<file path="src/rtl/seq_sub_nibble.sv">
// Nibble-serial subtractor: one 4-bit carry-lookahead slice of a - b per cycle, valid/ready on both sides.
// Optional compile-time macro SEQ_SUB_OVF_EN adds the signed-overflow output ovf.
module seq_sub_nibble #(
   parameter int NIBBLES = 4
) (
   input  logic                   clk,
   input  logic                   rst_n,
   input  logic                   in_valid,
   output logic                   in_ready,
   input  logic [4*NIBBLES-1:0]   a,
   input  logic [4*NIBBLES-1:0]   b,
   output logic                   out_valid,
   input  logic                   out_ready,
   output logic [4*NIBBLES-1:0]   diff,
   output logic                   borrow
`ifdef SEQ_SUB_OVF_EN
   ,
   output logic                   ovf
`endif
);

   localparam int W  = 4 * NIBBLES;
   localparam int CW = (NIBBLES > 1) ? $clog2(NIBBLES) : 1;
   localparam logic [CW-1:0] LAST = CW'(NIBBLES - 1);

   typedef enum logic [1:0] {IDLE, RUN, DONE} state_t;

   state_t          state_q, state_d;
   logic [W-1:0]    a_q, a_d;
   logic [W-1:0]    b_q, b_d;
   logic [W-1:0]    diff_q, diff_d;
   logic [CW-1:0]   cnt_q, cnt_d;
   logic            carry_q, carry_d;
   logic            borrow_q, borrow_d;
   logic            in_ready_q, in_ready_d;
   logic            out_valid_q, out_valid_d;
`ifdef SEQ_SUB_OVF_EN
   logic            ovf_q, ovf_d;
`endif

   logic [3:0]      a_sl [NIBBLES];
   logic [3:0]      b_sl [NIBBLES];
   logic [4:0]      slice_res;

   // Returns {carry_out, sum} from generate/propagate lookahead.
   function automatic logic [4:0] cla4(input logic [3:0] x, input logic [3:0] y, input logic cin);
      logic [3:0] g;
      logic [3:0] p;
      logic [4:0] c;
      g    = x & y;
      p    = x ^ y;
      c[0] = cin;
      c[1] = g[0] | (p[0] & cin);
      c[2] = g[1] | (p[1] & g[0]) | (p[1] & p[0] & cin);
      c[3] = g[2] | (p[2] & g[1]) | (p[2] & p[1] & g[0]) | (p[2] & p[1] & p[0] & cin);
      c[4] = g[3] | (p[3] & g[2]) | (p[3] & p[2] & g[1]) | (p[3] & p[2] & p[1] & g[0])
           | (p[3] & p[2] & p[1] & p[0] & cin);
      return {c[4], p ^ c[3:0]};
   endfunction

   genvar gi;
   generate
      for (gi = 0; gi < NIBBLES; gi++) begin : g_slice
         assign a_sl[gi] = a_q[4*gi +: 4];
         assign b_sl[gi] = b_q[4*gi +: 4];
      end
   endgenerate

   // Subtraction as a + ~b + 1: carry is seeded with 1 on accept.
   assign slice_res = cla4(a_sl[cnt_q], ~b_sl[cnt_q], carry_q);

   always_comb begin
      state_d     = state_q;
      a_d         = a_q;
      b_d         = b_q;
      diff_d      = diff_q;
      cnt_d       = cnt_q;
      carry_d     = carry_q;
      borrow_d    = borrow_q;
      in_ready_d  = in_ready_q;
      out_valid_d = out_valid_q;
`ifdef SEQ_SUB_OVF_EN
      ovf_d       = ovf_q;
`endif
      case (state_q)
         IDLE: begin
            if (in_valid) begin
               a_d        = a;
               b_d        = b;
               cnt_d      = '0;
               carry_d    = 1'b1;
               in_ready_d = 1'b0;
               state_d    = RUN;
            end
         end
         RUN: begin
            for (int i = 0; i < NIBBLES; i++) begin
               if (cnt_q == CW'(i)) begin
                  diff_d[4*i +: 4] = slice_res[3:0];
               end
            end
            carry_d = slice_res[4];
            cnt_d   = cnt_q + 1'b1;
            if (cnt_q == LAST) begin
               borrow_d    = ~slice_res[4];
`ifdef SEQ_SUB_OVF_EN
               ovf_d       = (a_q[W-1] ^ b_q[W-1]) & (diff_d[W-1] ^ a_q[W-1]);
`endif
               out_valid_d = 1'b1;
               state_d     = DONE;
            end
         end
         DONE: begin
            // Returning to IDLE first keeps a new accept off this edge.
            if (out_ready) begin
               out_valid_d = 1'b0;
               in_ready_d  = 1'b1;
               state_d     = IDLE;
            end
         end
         default: begin
            out_valid_d = 1'b0;
            in_ready_d  = 1'b1;
            state_d     = IDLE;
         end
      endcase
   end

   always_ff @(posedge clk or negedge rst_n) begin
      if (!rst_n) begin
         state_q     <= IDLE;
         a_q         <= '0;
         b_q         <= '0;
         diff_q      <= '0;
         cnt_q       <= '0;
         carry_q     <= 1'b0;
         borrow_q    <= 1'b0;
         in_ready_q  <= 1'b1;
         out_valid_q <= 1'b0;
`ifdef SEQ_SUB_OVF_EN
         ovf_q       <= 1'b0;
`endif
      end else begin
         state_q     <= state_d;
         a_q         <= a_d;
         b_q         <= b_d;
         diff_q      <= diff_d;
         cnt_q       <= cnt_d;
         carry_q     <= carry_d;
         borrow_q    <= borrow_d;
         in_ready_q  <= in_ready_d;
         out_valid_q <= out_valid_d;
`ifdef SEQ_SUB_OVF_EN
         ovf_q       <= ovf_d;
`endif
      end
   end

   assign in_ready  = in_ready_q;
   assign out_valid = out_valid_q;
   assign diff      = diff_q;
   assign borrow    = borrow_q;
`ifdef SEQ_SUB_OVF_EN
   assign ovf       = ovf_q;
`endif

endmodule

</file>
<file path="config.mk">
export PLATFORM = sky130hd
export DESIGN_NAME = seq_sub_nibble
export DESIGN_NICKNAME = d
export VERILOG_FILES = /design/src/rtl/seq_sub_nibble.sv
export SDC_FILE = /design/constraint.sdc
export NUM_CORES = 1
export LEC_CHECK = 0
export BUFFER_PORTS_ARGS = -buffer_cell sky130_fd_sc_hd__buf_2
export CAP_MARGIN = 25
export CORE_MARGIN = 2
export CORE_UTILIZATION = 30
export CTS_BUF_LIST = sky130_fd_sc_hd__clkbuf_2 sky130_fd_sc_hd__clkbuf_4 sky130_fd_sc_hd__clkbuf_8
export CTS_CLUSTER_SIZE = 12
export DETAILED_ROUTE_END_ITERATION = 8
export GPL_ROUTABILITY_DRIVEN = 0
export GPL_TIMING_DRIVEN = 0
export SYNTH_ARGS = -nofsm -noshare
export SYNTH_HDL_FRONTEND = slang
export SYNTH_SLANG_ARGS = --single-unit
</file>
<file path="constraint.sdc">
create_clock -name clk -period 2.9 [get_ports clk]
set_input_delay 0.58 -clock clk [delete_from_list [all_inputs] [get_ports clk]]
set_output_delay 0.58 -clock clk [all_outputs]
set_load 0.03 [all_outputs]
</file>
==> run_results.csv <==
group,metric,value,unit
setup_path,cp-start-kind,"flop",
power,p_int,2.391,mW
final_layout,fillers,901,
route,drtAntennaViolNets,0,
setup_path,r2r_slack,0.32,ns
logic_synthesis,netlist-cell-type-count,28,
power,power.switching,1.864,mW
sta,worstMarginPinSlew,0.5651,ns
logic_synthesis,synth_area_per_cell,10.52,um2
final_layout,multi_input_area,0.001085,mm2
cts,post_cts_buffers,0,
sta,finClkSkew,0.007277,ns
sta,min_period_over_period,88.95,%
setup_path,critPathArrivalTime,2.76,ns
route,vias,1856,
route,drt_first_pass_iters,6,
grt,grt_first_pass_wirelength,9480,um
sta,fmax,0.3876,GHz
final_layout,seqCellArea,0.001403,mm2
logic_synthesis,ys_seq_area_share,53.74,%
die,die_w,97.28,um
cts,cts.sink_count,56,
sta,final_hold_viol_count,0,
logic_synthesis,synth_cells,248,
power,power.density,1350,mW/mm2
die,die_h,97.28,um
cts,cts_tree,"done",
sta,setup_viol_count_final,0,
route,remaining_drc_errors,0,
cts,postCtsHoldBufs,0,
placement,portBuffers,54,
final_layout,drive_gt1_share,30.55,%
cts,cts_buffer_depth,2,
logic_synthesis,ys_seq_elements,56,
run,drv_cap,0,
cts,cts_htree_levels,2,
power,p_comb_share,55.1,%
cts,clkTransAtPathRegs,0.10,ns
grt,grt_max_degree,35,
final_layout,layout_commonest_cell,"nand2_1",
setup_path,critical_path_class,"flop to flop",
sta,rsz0062_at_grt,"false",
placement,dp_cells,411,
final_layout,syn_to_final_growth,20.76,%
sta,drv_slew,0,
cts,numCtsBuffers,5,
sta,holdWs,0.2463,ns
route,wire_per_inst,13.68,um
outcome,outcome,"complete, no violations",
sta,tns,0,ns
final_layout,utilization,36.68,%
final_layout,antenna_cells,0,
die,initial_utilization,30.37,%
placement,hpwl,4277,um
die,dieArea,0.009462,mm2
min_path,hold_path_class,"input pin to async pin",
route,drt_first_iter_violations,61,
power,pwr-share-seq,32.4,%
cts,ctsResizeCount,0,
final_layout,final_cells,419,
setup_path,path_max_fanout,10,
die,io_pins,55,
setup_path,crit_path_end_kind,"flop",
cts,worstSkewPairLatency,0.31,ns
final_layout,layout_common_cells,"111 x nand2_1, 58 x buf_2, 55 x dfrtp_1",
die,num_rows,34,
grt,antenna_found_initial,0,
sta,min_period,2.580,ns
power,p_clk_share,12.5,%
grt,grt_pass1_vias,1885,
grt,track_usage,12.52,%
grt,grt_overflow,0,
cts,clock-root-buffer,"clkbuf_8",
route,viasPerCell,4.430,
placement,placed_area,0.003035,mm2
logic_synthesis,synth_nets,293,
power,power_leakage,1.644,nW
logic_synthesis,yosys_warnings,0,
setup_path,critical_path_required,3.08,ns
power,peakVddDrop,433.7,uV
logic_synthesis,syn_area,0.002610,mm2
final_layout,post-route-cell-area,0.003152,mm2
die,coreArea,0.008593,mm2
route,totalWireLength,5730,um
power,swShare,43.80,%
sta,timing.slew.headroom,62.32,%
final_layout,layout.nets,355,
[cells by family (layout without fill, tap and decap cells)]
group / after synthesis / count (layout) / synth area share, %
buffers and inverters: 18 / 81 / 4.698
XOR/XNOR: 3 / 3 / 1.007
flip-flops: 56 / 56 / 53.74
AO/OA/AOI/OAI: 27 / 27 / 5.800
AND/OR/NAND/NOR: 122 / 122 / 20.37
multiplexers: 13 / 13 / 9.779
adder cells (fa/ha/maj): 9 / 9 / 4.602
[cell type report]
class | count | area share, %
timing repair buffer | 55 | 9.210
clock inverter | 3 | 1.509
buffer | 10 | 2.938
sequential | 56 | 44.50
multi-input combinational | 174 | 34.42
tap | 108 | 4.287
inverter | 8 | 0.9528
clock buffer | 5 | 2.183
[worst paths after layout]
check                      cells past startpoint                    to                  from
max                                            7  diff[15]$_DFFE_PN0P_  cnt_q[0]$_DFFE_PN0P_
min                                            1  diff[14]$_DFFE_PN0P_                 rst_n
max reg2reg                                    7  diff[15]$_DFFE_PN0P_  cnt_q[0]$_DFFE_PN0P_
min reg2reg                                    2    a_q[3]$_DFFE_PN0P_    a_q[3]$_DFFE_PN0P_
max in group asynchronous                      2    b_q[5]$_DFFE_PN0P_                 rst_n
min in group clk                               3    b_q[8]$_DFFE_PN0P_                  b[8]
[Yosys cell counts]
cell        n  area, um2
nor3_1      1      5.000
nand2_1   111      416.7
o21ai_1     1      5.000
o22a_2      1      10.01
fa_1        1      20.02
nor3b_4     1      18.77
nor2_1      2      7.510
dfstp_2     1      26.28
nand2_4     3      33.78
nand2_8     1      20.02
mux4_2      8      180.2
nand3b_2    1      11.26
a21oi_1     6      30.03
mux2_4      5      75.07
o21ai_0    15      75.07
xnor2_1     3      26.28
o31ai_1     2      15.01
nor2b_4     1      13.76
inv_1       8      30.03
a41oi_1     1      8.760
dfrtp_1    55       1376
buf_2       4      20.02
buf_6       4      45.04
buf_4       1      7.510
a21o_1      1      7.510
ha_1        8      100.1
buf_12      1      20.02
nand3_1     1      5.000
[routing by layer]
layer  GRT usage, %  part of all wire [%]  vias up
li1               -                     -      926
met1          16.50                    46      879
met2          20.78                    48       46
met3          2.950                   4.4        5
met4          3.526                   1.1        0
met5              0                     0        -
[power groups by stage]
stage          sequential, mW  combinational, mW  clock, mW
6_report                 1.38               2.34      0.531
5_1_grt                  1.43               2.59      0.569
4_1_cts                  1.38               2.37      0.543
3_5_place_dp             1.40               2.36          0
3_3_place_gp             1.38               2.29          0
2_1_floorplan            1.59               1.55          0
[state kept, by name (all words and copies together), names as in the netlist]
| register | count |
|---|---|
| cnt_q | 2 |
| b_q | 16 |
| in_ready | 1 |
| borrow | 1 |
| state_q | 2 |
| diff | 16 |
| out_valid | 1 |
| a_q | 16 |
| carry_q | 1 |
[per-stage QoR]
step                power (mW)  worst slack [ns]
global placement         3.671            0.3791
detailed placement       3.767            0.3055
global route             4.587            0.1564
finish                   4.255            0.3203
floorplan                3.140            0.7103
CTS                      4.299            0.2905
[critical path, cell delays in order, from the launching register on]
cell and delay [ns]:
dfrtp_1 0.45, buf_4 0.26, mux4_2 0.53, ha_1 0.37
a41oi_1 0.22, o21ai_1 0.12, xnor2_1 0.35, o21ai_0 0.15
(Power assumes the default switching activity.)
